`src/rtl/dm_bist_pkg.sv`:
```
// Shared types, default constants and pattern generator for the dm BIST initiator.
// Latency: n/a (package only).
// Backpressure: n/a.
package dm_bist_pkg;

    typedef enum logic [2:0] {
        S_IDLE      = 3'd0,
        S_WRITE     = 3'd1,
        S_READ      = 3'd2,
        S_WRITE_INV = 3'd3,
        S_READ_INV  = 3'd4,
        S_DRAIN     = 3'd5,
        S_DONE      = 3'd6
    } bist_state_t;

    localparam int          DEF_ADDR_W    = 7;
    localparam int          DEF_DATA_W    = 32;
    localparam int          DEF_DEPTH     = 128;
    localparam int          DEF_RD_LAT    = 1;
    localparam logic [63:0] DEF_SEED      = 64'd0;
    localparam logic [63:0] DEF_DATA_STEP = 64'd10;

    // Pattern arithmetic is done at this width and truncated by the caller,
    // which gives the required mod 2^DATA_W wrap for any DATA_W up to 64.
    localparam int          PAT_W         = 64;
    localparam logic [7:0]  ERR_MAX       = 8'hFF;

    // P(a) = seed + a*step, optionally inverted.
    function automatic logic [PAT_W-1:0] bist_pattern(
        input logic [PAT_W-1:0] seed,
        input logic [PAT_W-1:0] step,
        input logic [PAT_W-1:0] a,
        input logic             inv
    );
        logic [PAT_W-1:0] p;
        p = seed + a * step;
        return inv ? ~p : p;
    endfunction

endpackage

```
`src/rtl/dm_bist_cmp.sv`:
```
// Read-data checker: delays {valid, expected, addr} by RD_LAT, compares against rdata, counts errors.
// Latency: compare happens RD_LAT+1 edges after the read strobe register is loaded (registered strobe + RD_LAT).
// Backpressure: none; accepts one entry per cycle, never stalls.
module dm_bist_cmp
    import dm_bist_pkg::*;
#(
    parameter int ADDR_W = DEF_ADDR_W,
    parameter int DATA_W = DEF_DATA_W,
    parameter int RD_LAT = DEF_RD_LAT
) (
    input  logic              clk,
    input  logic              rst,
    input  logic              i_clr,
    input  logic              i_vld,
    input  logic [DATA_W-1:0] i_exp,
    input  logic [ADDR_W-1:0] i_addr,
    input  logic [DATA_W-1:0] i_rdata,
    output logic [7:0]        o_err_count,
    output logic [ADDR_W-1:0] o_fail_addr,
    output logic [DATA_W-1:0] o_fail_data,
    output logic              o_err_zero_nxt
);

    logic              r_vld  [RD_LAT];
    logic [DATA_W-1:0] r_exp  [RD_LAT];
    logic [ADDR_W-1:0] r_addr [RD_LAT];

    logic [7:0]        r_err;
    logic [ADDR_W-1:0] r_fail_addr;
    logic [DATA_W-1:0] r_fail_data;

    logic              w_hit;
    logic [7:0]        w_err_nxt;

    // Delay line: the oldest stage lines up with the rdata belonging to it.
    always_ff @(posedge clk or posedge rst) begin
        if (rst) begin
            for (int k = 0; k < RD_LAT; k++) begin
                r_vld[k]  <= 1'b0;
                r_exp[k]  <= '0;
                r_addr[k] <= '0;
            end
        end else if (i_clr) begin
            for (int k = 0; k < RD_LAT; k++) begin
                r_vld[k]  <= 1'b0;
                r_exp[k]  <= '0;
                r_addr[k] <= '0;
            end
        end else begin
            r_vld[0]  <= i_vld;
            r_exp[0]  <= i_exp;
            r_addr[0] <= i_addr;
            for (int k = 1; k < RD_LAT; k++) begin
                r_vld[k]  <= r_vld[k-1];
                r_exp[k]  <= r_exp[k-1];
                r_addr[k] <= r_addr[k-1];
            end
        end
    end

    assign w_hit = r_vld[RD_LAT-1] && (i_rdata != r_exp[RD_LAT-1]);

    // Next error count, saturating; exposed so the top can register pass on the final edge.
    always_comb begin
        w_err_nxt = r_err;
        if (i_clr) begin
            w_err_nxt = '0;
        end else if (w_hit && (r_err != ERR_MAX)) begin
            w_err_nxt = r_err + 8'd1;
        end
    end

    // Error counter plus first-fail capture; a zero count means no earlier mismatch this run.
    always_ff @(posedge clk or posedge rst) begin
        if (rst) begin
            r_err       <= '0;
            r_fail_addr <= '0;
            r_fail_data <= '0;
        end else begin
            r_err <= w_err_nxt;
            if (i_clr) begin
                r_fail_addr <= '0;
                r_fail_data <= '0;
            end else if (w_hit && (r_err == 8'd0)) begin
                r_fail_addr <= r_addr[RD_LAT-1];
                r_fail_data <= i_rdata;
            end
        end
    end

    assign o_err_count    = r_err;
    assign o_fail_addr    = r_fail_addr;
    assign o_fail_data    = r_fail_data;
    assign o_err_zero_nxt = (w_err_nxt == 8'd0);

endmodule

```
`src/rtl/dm_bist.sv`:
```
// March BIST for dm: write P, read/compare P, write ~P, read/compare ~P, then report pass/err/first fail.
// Latency: outputs change on the edge that samples start; busy lasts 4*DEPTH+RD_LAT cycles.
// Backpressure: none; dm is assumed to accept one access per cycle, start while busy is ignored.
module dm_bist
    import dm_bist_pkg::*;
#(
    parameter int                ADDR_W    = DEF_ADDR_W,
    parameter int                DATA_W    = DEF_DATA_W,
    parameter int                DEPTH     = DEF_DEPTH,
    parameter int                RD_LAT    = DEF_RD_LAT,
    parameter logic [DATA_W-1:0] SEED      = DATA_W'(DEF_SEED),
    parameter logic [DATA_W-1:0] DATA_STEP = DATA_W'(DEF_DATA_STEP)
) (
    input  logic              clk,
    input  logic              rst,
    input  logic              start,
    output logic [ADDR_W-1:0] addr,
    output logic              rd,
    output logic              wr,
    output logic [DATA_W-1:0] wdata,
    input  logic [DATA_W-1:0] rdata,
    output logic              busy,
    output logic              done,
    output logic              pass,
    output logic [7:0]        err_count,
    output logic [ADDR_W-1:0] fail_addr,
    output logic [DATA_W-1:0] fail_data
);

    // One counter serves both the address sweep and the drain wait.
    localparam int               CNT_MAX    = (DEPTH > RD_LAT) ? DEPTH : RD_LAT;
    localparam int               CNT_W      = $clog2(CNT_MAX) + 1;
    localparam logic [CNT_W-1:0] LAST_ADDR  = CNT_W'(DEPTH - 1);
    localparam logic [CNT_W-1:0] LAST_DRAIN = CNT_W'(RD_LAT - 1);

    bist_state_t       r_state;
    bist_state_t       w_state_nxt;
    logic [CNT_W-1:0]  r_cnt;
    logic [CNT_W-1:0]  w_cnt_nxt;
    logic              w_start_acc;

    logic              w_wr_nxt;
    logic              w_rd_nxt;
    logic              w_inv_nxt;
    logic [ADDR_W-1:0] w_addr_nxt;
    logic [DATA_W-1:0] w_pat_nxt;
    logic [DATA_W-1:0] w_wdata_nxt;
    logic [DATA_W-1:0] w_exp_nxt;
    logic              w_busy_nxt;
    logic              w_done_nxt;
    logic              w_err_zero_nxt;

    logic [ADDR_W-1:0] r_addr;
    logic              r_rd;
    logic              r_wr;
    logic [DATA_W-1:0] r_wdata;
    logic [DATA_W-1:0] r_exp;
    logic              r_busy;
    logic              r_done;
    logic              r_pass;

    // FSM state and sweep counter register.
    always_ff @(posedge clk or posedge rst) begin
        if (rst) begin
            r_state <= S_IDLE;
            r_cnt   <= '0;
        end else begin
            r_state <= w_state_nxt;
            r_cnt   <= w_cnt_nxt;
        end
    end

    // Next state, and the access the registered outputs will present next cycle.
    always_comb begin
        w_state_nxt = r_state;
        w_cnt_nxt   = r_cnt;
        w_start_acc = 1'b0;
        case (r_state)
            S_IDLE, S_DONE: begin
                if (start) begin
                    w_state_nxt = S_WRITE;
                    w_cnt_nxt   = '0;
                    w_start_acc = 1'b1;
                end
            end
            S_WRITE, S_READ, S_WRITE_INV, S_READ_INV: begin
                if (r_cnt == LAST_ADDR) begin
                    w_cnt_nxt = '0;
                    case (r_state)
                        S_WRITE:     w_state_nxt = S_READ;
                        S_READ:      w_state_nxt = S_WRITE_INV;
                        S_WRITE_INV: w_state_nxt = S_READ_INV;
                        default:     w_state_nxt = S_DRAIN;
                    endcase
                end else begin
                    w_cnt_nxt = r_cnt + CNT_W'(1);
                end
            end
            S_DRAIN: begin
                if (r_cnt == LAST_DRAIN) begin
                    w_state_nxt = S_DONE;
                    w_cnt_nxt   = '0;
                end else begin
                    w_cnt_nxt = r_cnt + CNT_W'(1);
                end
            end
            default: begin
                w_state_nxt = S_IDLE;
                w_cnt_nxt   = '0;
            end
        endcase

        w_wr_nxt    = (w_state_nxt == S_WRITE) || (w_state_nxt == S_WRITE_INV);
        w_rd_nxt    = (w_state_nxt == S_READ)  || (w_state_nxt == S_READ_INV);
        w_inv_nxt   = (w_state_nxt == S_WRITE_INV) || (w_state_nxt == S_READ_INV);
        w_addr_nxt  = (w_wr_nxt || w_rd_nxt) ? ADDR_W'(w_cnt_nxt) : '0;
        w_pat_nxt   = DATA_W'(bist_pattern(PAT_W'(SEED), PAT_W'(DATA_STEP),
                                           PAT_W'(w_addr_nxt), w_inv_nxt));
        w_wdata_nxt = w_wr_nxt ? w_pat_nxt : '0;
        w_exp_nxt   = w_rd_nxt ? w_pat_nxt : '0;
        w_busy_nxt  = (w_state_nxt != S_IDLE) && (w_state_nxt != S_DONE);
        w_done_nxt  = (w_state_nxt == S_DONE);
    end

    // Registered dm strobes and status; pass samples the count including the final compare.
    always_ff @(posedge clk or posedge rst) begin
        if (rst) begin
            r_addr  <= '0;
            r_rd    <= 1'b0;
            r_wr    <= 1'b0;
            r_wdata <= '0;
            r_exp   <= '0;
            r_busy  <= 1'b0;
            r_done  <= 1'b0;
            r_pass  <= 1'b0;
        end else begin
            r_addr  <= w_addr_nxt;
            r_rd    <= w_rd_nxt;
            r_wr    <= w_wr_nxt;
            r_wdata <= w_wdata_nxt;
            r_exp   <= w_exp_nxt;
            r_busy  <= w_busy_nxt;
            r_done  <= w_done_nxt;
            r_pass  <= w_done_nxt && w_err_zero_nxt;
        end
    end

    dm_bist_cmp #(
        .ADDR_W (ADDR_W),
        .DATA_W (DATA_W),
        .RD_LAT (RD_LAT)
    ) u_cmp (
        .clk            (clk),
        .rst            (rst),
        .i_clr          (w_start_acc),
        .i_vld          (r_rd),
        .i_exp          (r_exp),
        .i_addr         (r_addr),
        .i_rdata        (rdata),
        .o_err_count    (err_count),
        .o_fail_addr    (fail_addr),
        .o_fail_data    (fail_data),
        .o_err_zero_nxt (w_err_zero_nxt)
    );

    assign addr  = r_addr;
    assign rd    = r_rd;
    assign wr    = r_wr;
    assign wdata = r_wdata;
    assign busy  = r_busy;
    assign done  = r_done;
    assign pass  = r_pass;

endmodule

```
`config.mk`:
```
export PLATFORM = sky130hd
export DESIGN_NAME = dm_bist
export DESIGN_NICKNAME = d
export VERILOG_FILES = /design/src/rtl/dm_bist_pkg.sv /design/src/rtl/dm_bist_cmp.sv /design/src/rtl/dm_bist.sv
export SDC_FILE = /design/constraint.sdc
export NUM_CORES = 1
export LEC_CHECK = 0
export BUFFER_PORTS_ARGS = -buffer_cell sky130_fd_sc_hd__buf_2
export CAP_MARGIN = 20
export CORE_ASPECT_RATIO = 0.6
export CORE_UTILIZATION = 35
export DETAILED_ROUTE_END_ITERATION = 10
export HOLD_SLACK_MARGIN = 0.1
export PLACE_DENSITY = 0.59
export SLEW_MARGIN = 30
export SYNTH_ARGS = -nofsm -noshare
export SYNTH_HDL_FRONTEND = slang
export SYNTH_HIERARCHICAL = 1
export SYNTH_SLANG_ARGS = --single-unit
```
`constraint.sdc`:
```
create_clock -name clk -period 6.5 [get_ports clk]
set_clock_uncertainty 0.1 [all_clocks]
set_input_delay 0.65 -clock clk [delete_from_list [all_inputs] [get_ports clk]]
set_output_delay 0.65 -clock clk [all_outputs]
set_load 0.02 [all_outputs]
```
======== Word-level counts from Yosys, hierarchy flattened ========
Cells that the tools add are included.
cells by class
  add/sub/neg operators ................... 2
  multiply operators ...................... 1
  div/mod/pow operators ................... 0
  magnitude comparators ................... 0
  equality and inequality tests ........... 16
  shift-type cells ........................ 0
  mux-type cells .......................... 24
  bitwise operators ....................... 1
  reduce and logical (&&, ||, !) cells .... 17
operators with widths
  cell                                                                   number
  32-bit 2-to-1 mux                                                      6
  8-bit 2-to-1 mux                                                       5
  32-bit inequality test                                                 1
  11-bit NOT with 32-bit output                                          1
  7-bit 2-to-1 mux                                                       4
  8-bit logical NOT                                                      3
  8-bit one-hot mux with 3 select lines                                  1
  3-bit one-hot mux with 3 select lines                                  2
  8-bit by 1-bit adder with 8-bit output, second input constant          2
  3-bit equality test, second input constant                             5
  3-bit by 2-bit equality test with 1-bit output, second input constant  4
  7-bit by 3-bit multiplier with 10-bit output, second input constant    1
  3-bit 2-to-1 mux                                                       3
  8-bit by 7-bit equality test with 1-bit output, second input constant  1
  8-bit inequality test, second input constant                           1
  3-bit by 1-bit equality test with 1-bit output, second input constant  2
  1-bit logical AND                                                      5
  1-bit logical OR                                                       4
  4-bit OR reduction                                                     1
  3-bit logical NOT                                                      1
  1-bit 2-to-1 mux                                                       3
  3-bit inequality test, second input constant                           1
  3-bit nonzero test                                                     1
  2-bit inequality test, second input constant                           1
  2 further kinds                                                        2
storage, ports and cells
  register bits after elaboration ......... 174
  latch bits .............................. 0
  bits in writable memories ............... 0
  ROM bits ................................ 0
  input bits .............................. 35
  output and inout port bits .............. 91
  logic and storage cells ................. 78
  memories kept ........................... 0

======== Longest topological paths before layout ========
  word-level depth ........................ 12
  mapped depth ............................ 17
  gate-level depth less buffers ........... 15

======== By module ========
Netlist, hierarchy kept.
modules (own cells, without submodules)
  module       instances  cells an instance  area each (um^2)  sequential area each (um^2)
  dm_bist_cmp  1          314                3,746.1           2,177.1
  dm_bist      1          254                2,536.2           1,126.1

======== Worst setup path before layout ========
OpenSTA, ideal clock, no wires.
  path type ............................... register to register
  start ................................... register r_cnt[0]
  end ..................................... register r_wdata[10] (netlist: wdata[10])
  setup time .............................. 0.132 ns
  data arrival time ....................... 3.409 ns
  required time ........................... 6.268 ns
  slack ................................... 2.859 ns
  cell stages (with the launch flop) ...... 16
  path buffers ............................ 2
  clock period less this slack ............ 3.641 ns
  path through ............................ dfrtp_1 ha_1 and4_1 buf_2 buf_4 and2_2 nor3_1 ha_1 ha_1 fa_1 a21o_1 a21oi_1 nor2b_1 o21ai_0 xnor2_1 nor2_1
between the ends
  word-level cells in the longest chain between the ends .. 11
  elaborated cells between the ends (all ways) .. 23
  classes of those cells .................. add/sub: 1; mul: 1; eq/ne: 5; mux: 10; bitwise: 1; reduce/logical: 5
ends and longest elaborated chain
  item                                                                                            line               RTL
  start, declared                                                                                 dm_bist.sv:38      logic [CNT_W-1:0] r_cnt;
  start signal, assigned                                                                          dm_bist.sv:69      r_cnt <= w_cnt_nxt;
  parallel branches: the longest is 6 deep, another holds 8-bit by 1-bit adder with 8-bit output  n/a
  7-bit 2-to-1 mux *                                                                              dm_bist.sv:116     w_addr_nxt = (w_wr_nxt || w_rd_nxt) ? ADDR_W'(w_cnt_nxt) : '0;
  named net w_addr_nxt[1]                                                                         dm_bist.sv:45      logic [ADDR_W-1:0] w_addr_nxt;
  7-bit by 3-bit multiplier with 10-bit output *                                                  dm_bist_pkg.sv:36  p = seed + a * step;
  11-bit NOT with 32-bit output                                                                   dm_bist_pkg.sv:37  return inv ? ~p : p;
  32-bit 2-to-1 mux *                                                                             dm_bist_pkg.sv:37
  32-bit 2-to-1 mux *                                                                             dm_bist.sv:119     w_wdata_nxt = w_wr_nxt ? w_pat_nxt : '0;
  named net w_wdata_nxt[10]                                                                       dm_bist.sv:47      logic [DATA_W-1:0] w_wdata_nxt;
  end signal, assigned                                                                            dm_bist.sv:140     r_wdata <= w_wdata_nxt;
  end, declared                                                                                   dm_bist.sv:56      logic [DATA_W-1:0] r_wdata;
Mark *: on every way through the listed nets, which the timed path passes. The select of a mux whose other input is x is not followed.
A chain may end at the register's enable or synchronous reset.

==> impl_summary.log <==
INFO  metric post-route-drc-count = 0
INFO  metric final_net_count = between 700 and 800
INFO  metric grt.overflow.total = 0
INFO  metric start_kind = flip-flop
INFO  metric start_util = between 30% and 40%
INFO  metric synth_most_common_cell = sky130_fd_sc_hd__dfrtp_1
INFO  metric area.growth.synth_to_final = 20.0%
INFO  metric crit_arrival = ~4.7 ns
INFO  metric clock_tree_buffer_depth = 2
INFO  metric detail_route.first_pass.iterations = 4
INFO  metric number_of_nets_with_antenna_violations_after_detailed_routing = 0
INFO  metric timing.final.max_slew_violations = 0
INFO  metric die-height = 106 um
INFO  metric route.vias.total = around 4300
INFO  metric switching_share = between 30% and 40%
INFO  metric num_io_pins = between 100 and 150
INFO  metric seq_power_share = roughly 34%
INFO  metric post_cts.resized_instances = 0
INFO  metric finalHoldViolCount = 0
INFO  metric postSynth.asyncResetShare = 100%
INFO  metric via_per_inst = ~4.7
INFO  metric endpoint_type_of_the_worst_setup_path = flip-flop
INFO  metric place_congestion = about 0.85
INFO  metric p_sw = 0.00128 W
INFO  metric tightest_hold_check_type = reg2reg
INFO  metric root_driver = sky130_fd_sc_hd__clkbuf_16
INFO  metric post_cts_buffers = 0
INFO  metric grt_pass1_wl = 22.1 mm
INFO  metric drive_gt1_share = 26.7%
INFO  metric sequential_fraction_of_the_synthesis_area = 52.6%
INFO  metric cts_buffers = 17
INFO  metric timing.max_cap.violations = 0
INFO  metric max_clock_freq = roughly 220 MHz
INFO  metric worstSetupPathType = reg2reg
INFO  metric combPwrFrac = approximately 36%
INFO  metric finish.instance_area = ~7500 sq um
INFO  metric synth-seq-cells = between 100 and 150
INFO  metric finalPower = 0.00332 W
INFO  metric insertedDiodeCount = 0
INFO  metric first_global_vias = ~4200
INFO  metric synth_flop_cell = sky130_fd_sc_hd__dfrtp_1
INFO  metric ys.warnings.count = 6
INFO  metric ys_types = 54
INFO  metric ir_worst_vdd = around 0.16 mV
INFO  metric grt_antenna_before_repair = 0
INFO  metric tritoncts = yes
INFO  metric finalCritPeriodShare = roughly 69%
INFO  metric grt_max_degree = 90
INFO  metric clkSlewWorstSetupHoldPaths = ~0.060 ns
INFO  metric dp_hpwl = around 9.7 mm
INFO  metric cts_max_level = 4
INFO  metric dpl-instance-area = between 6000 and 7000 sq um
INFO  metric max_slew.worst_pin.slew = between 0.9 and 1 ns
INFO  metric dr.first_iter.drc_count = 230
INFO  metric io_buffers = 125
INFO  metric worst-r2r-setup-slack = approximately 2.0 ns
INFO  metric finalWirelength = around 14 mm
INFO  metric seqCellArea = 3300 sq um
INFO  metric multi_input_combinational_cell_area = 2600 sq um
INFO  metric syn_avg_cell_area = about 11 sq um
INFO  metric timing.max_slew.rel_slack = approximately two fifths
INFO  metric cellPowerDensity = approximately 440 nW/um^2
INFO  metric synth_area = 6280 sq um
INFO  metric die_outline_area = between 15000 and 20000 sq um
INFO  metric groute.usage.overall = 15.6%
INFO  metric number_of_sinks_on_the_clock_net = between 100 and 150
INFO  metric setup_repair_after_global_routing_missed_its_margin = no
INFO  metric row_count = 37
INFO  metric postSynthCellCount = ~570
INFO  metric dieWidth = roughly 170 um
INFO  metric cp.required = about 6.7 ns
INFO  metric power.clock.fraction = ~30%
INFO  metric routed_wire_per_std_cell = 15.1 um
INFO  metric outcome = finished, final reports clean
INFO  metric clock_latency = around 0.42 ns
INFO  metric filler_cell_count = between 1500 and 2000
INFO  metric final_critical_delay_including_setup_and_external_delays = about 4.5 ns
INFO  metric crit_path_max_fanout = 13
INFO  metric setup_tns = 0 ns
INFO  metric floorplan.core_area = ~17000 sq um
INFO  metric power.leakage = ~4.0 nW
INFO  metric synth-edff-count = 0
INFO  metric synth_largest_area_cell = sky130_fd_sc_hd__dfrtp_1
INFO  metric synth_top_area_share = a little over half
INFO  metric finalSetupViolations = 0
INFO  metric internal_power = 0.00205 W
INFO  metric top_area_cells_in_the_synthesized_netlist = sky130_fd_sc_hd__dfrtp_1 (53%), sky130_fd_sc_hd__mux2i_1 (6.9%), sky130_fd_sc_hd__xnor2_1 (6.1%)
INFO  metric synthTopCellsByCount = sky130_fd_sc_hd__dfrtp_1 (132), sky130_fd_sc_hd__nor2_1 (75), sky130_fd_sc_hd__nor2b_1 (47), sky130_fd_sc_hd__xnor2_1 (44), sky130_fd_sc_hd__mux2i_1 (43)
INFO  metric postSynthNetCount = ~620
## logic make-up (layout without fill, tap and decap cells)
family	count (synthesis)	in the layout	synth area share, %
compound gates	60	60	7.09
xor+xnor	56	56	7.81
fa+ha+maj	14	14	2.91
buf+inv	67	178	6.35
flops	132	132	52.6
mux	43	43	6.85
simple gates	196	196	16.4
## final timing paths
path | startpoint | to | cells after the start
max | r_cnt[0] | r_exp[10] | 15
min | r_exp[10] | u_cmp/r_exp[10] | 1
max reg2reg | r_cnt[0] | r_exp[10] | 15
min reg2reg | r_exp[10] | u_cmp/r_exp[10] | 1
max in group asynchronous | rst | u_cmp/o_err_count[1] | 4
min in group asynchronous | rst | u_cmp/r_addr[2] | 3
## per-layer routing
layer,vias up,part of all wire [%],GRT usage (%)
met2,123,40,20.6
met3,18,6.1,3.93
met1,2092,52,24.0
li1,2093,-,-
met5,-,0,0
met4,0,1.4,5.65
## power groups by stage
stage / combinational, W / clock (W) / sequential (W)
after floorplan: 0.000791 / 0 / 0.00128
after global placement: 0.00119 / 0 / 0.00114
after detailed placement: 0.00120 / 0 / 0.00116
after CTS: 0.00121 / 0.00101 / 0.00114
after global routing: 0.00131 / 0.00105 / 0.00117
final: 0.00119 / 0.000987 / 0.00114
## flip-flops by register name (all words and copies together) (netlist names), 3 cells and up
signal	flops
u_cmp/r_exp	32
u_cmp/o_fail_addr	7
r_cnt	8
wdata	11
addr	7
r_exp	11
u_cmp/o_err_count	8
u_cmp/r_addr	7
u_cmp/o_fail_data	32
r_state	3
## metrics by stage
stage / instances / setup WS, ns / util (%) / hold slack (ns)
4_1_cts: 913 / 2.02 / 43.3 / 0.367
2_1_floorplan: 568 / 2.86 / - / 0.339
6_report: 913 / 2.01 / 43.4 / 0.365
3_3_place_gp: 879 / 2.18 / 39.7 / 0.354
3_5_place_dp: 880 / 2.06 / 39.8 / 0.353
5_1_grt: 913 / 1.60 / 43.4 / 0.379
## layout make-up
type	count	share of cell area, %
Inverter	15	0.764
Clock inverter	14	2.37
Sequential cell	132	43.8
Tap cell	234	3.88
Multi-Input combinational cell	369	34.5
Clock buffer	18	5.69
Timing Repair Buffer	131	8.95
## worst max-delay path, cell delays in order (launching register included)
cell,delay [ns]
sky130_fd_sc_hd__dfrtp_1,0.52
sky130_fd_sc_hd__ha_1,0.26
sky130_fd_sc_hd__and4_1,0.57
sky130_fd_sc_hd__a211oi_1,0.18
sky130_fd_sc_hd__nor2_1,0.60
sky130_fd_sc_hd__o21bai_1,0.15
sky130_fd_sc_hd__a21o_1,0.22
sky130_fd_sc_hd__nor2b_1,0.17
sky130_fd_sc_hd__ha_1,0.31
sky130_fd_sc_hd__ha_1,0.34
sky130_fd_sc_hd__a21o_1,0.17
sky130_fd_sc_hd__a21oi_1,0.23
sky130_fd_sc_hd__nor2b_1,0.08
sky130_fd_sc_hd__o21ai_0,0.21
sky130_fd_sc_hd__xnor2_1,0.17
sky130_fd_sc_hd__nor2_1,0.06
## placed cells by master (no fill, tap or decap), types with 13 or more instances in the layout
master                      instances
sky130_fd_sc_hd__dfrtp_1          132
sky130_fd_sc_hd__buf_2            126
sky130_fd_sc_hd__nor2_1            75
sky130_fd_sc_hd__nor2b_1           47
sky130_fd_sc_hd__xnor2_1           44
sky130_fd_sc_hd__mux2i_1           43
sky130_fd_sc_hd__clkbuf_16         17
sky130_fd_sc_hd__o21ai_0           16
sky130_fd_sc_hd__nand4_1           16
sky130_fd_sc_hd__inv_1             13
sky130_fd_sc_hd__ha_1              13
## repair_timing
| action | in CTS | in global routing |
|---|---|---|
| setup endpoints to repair | 0 | 0 |
| hold buffers | 1 | 0 |
| endpoints found under the hold margin | 10 | 0 |
Note: power is estimated with default switching activity, not from simulation.
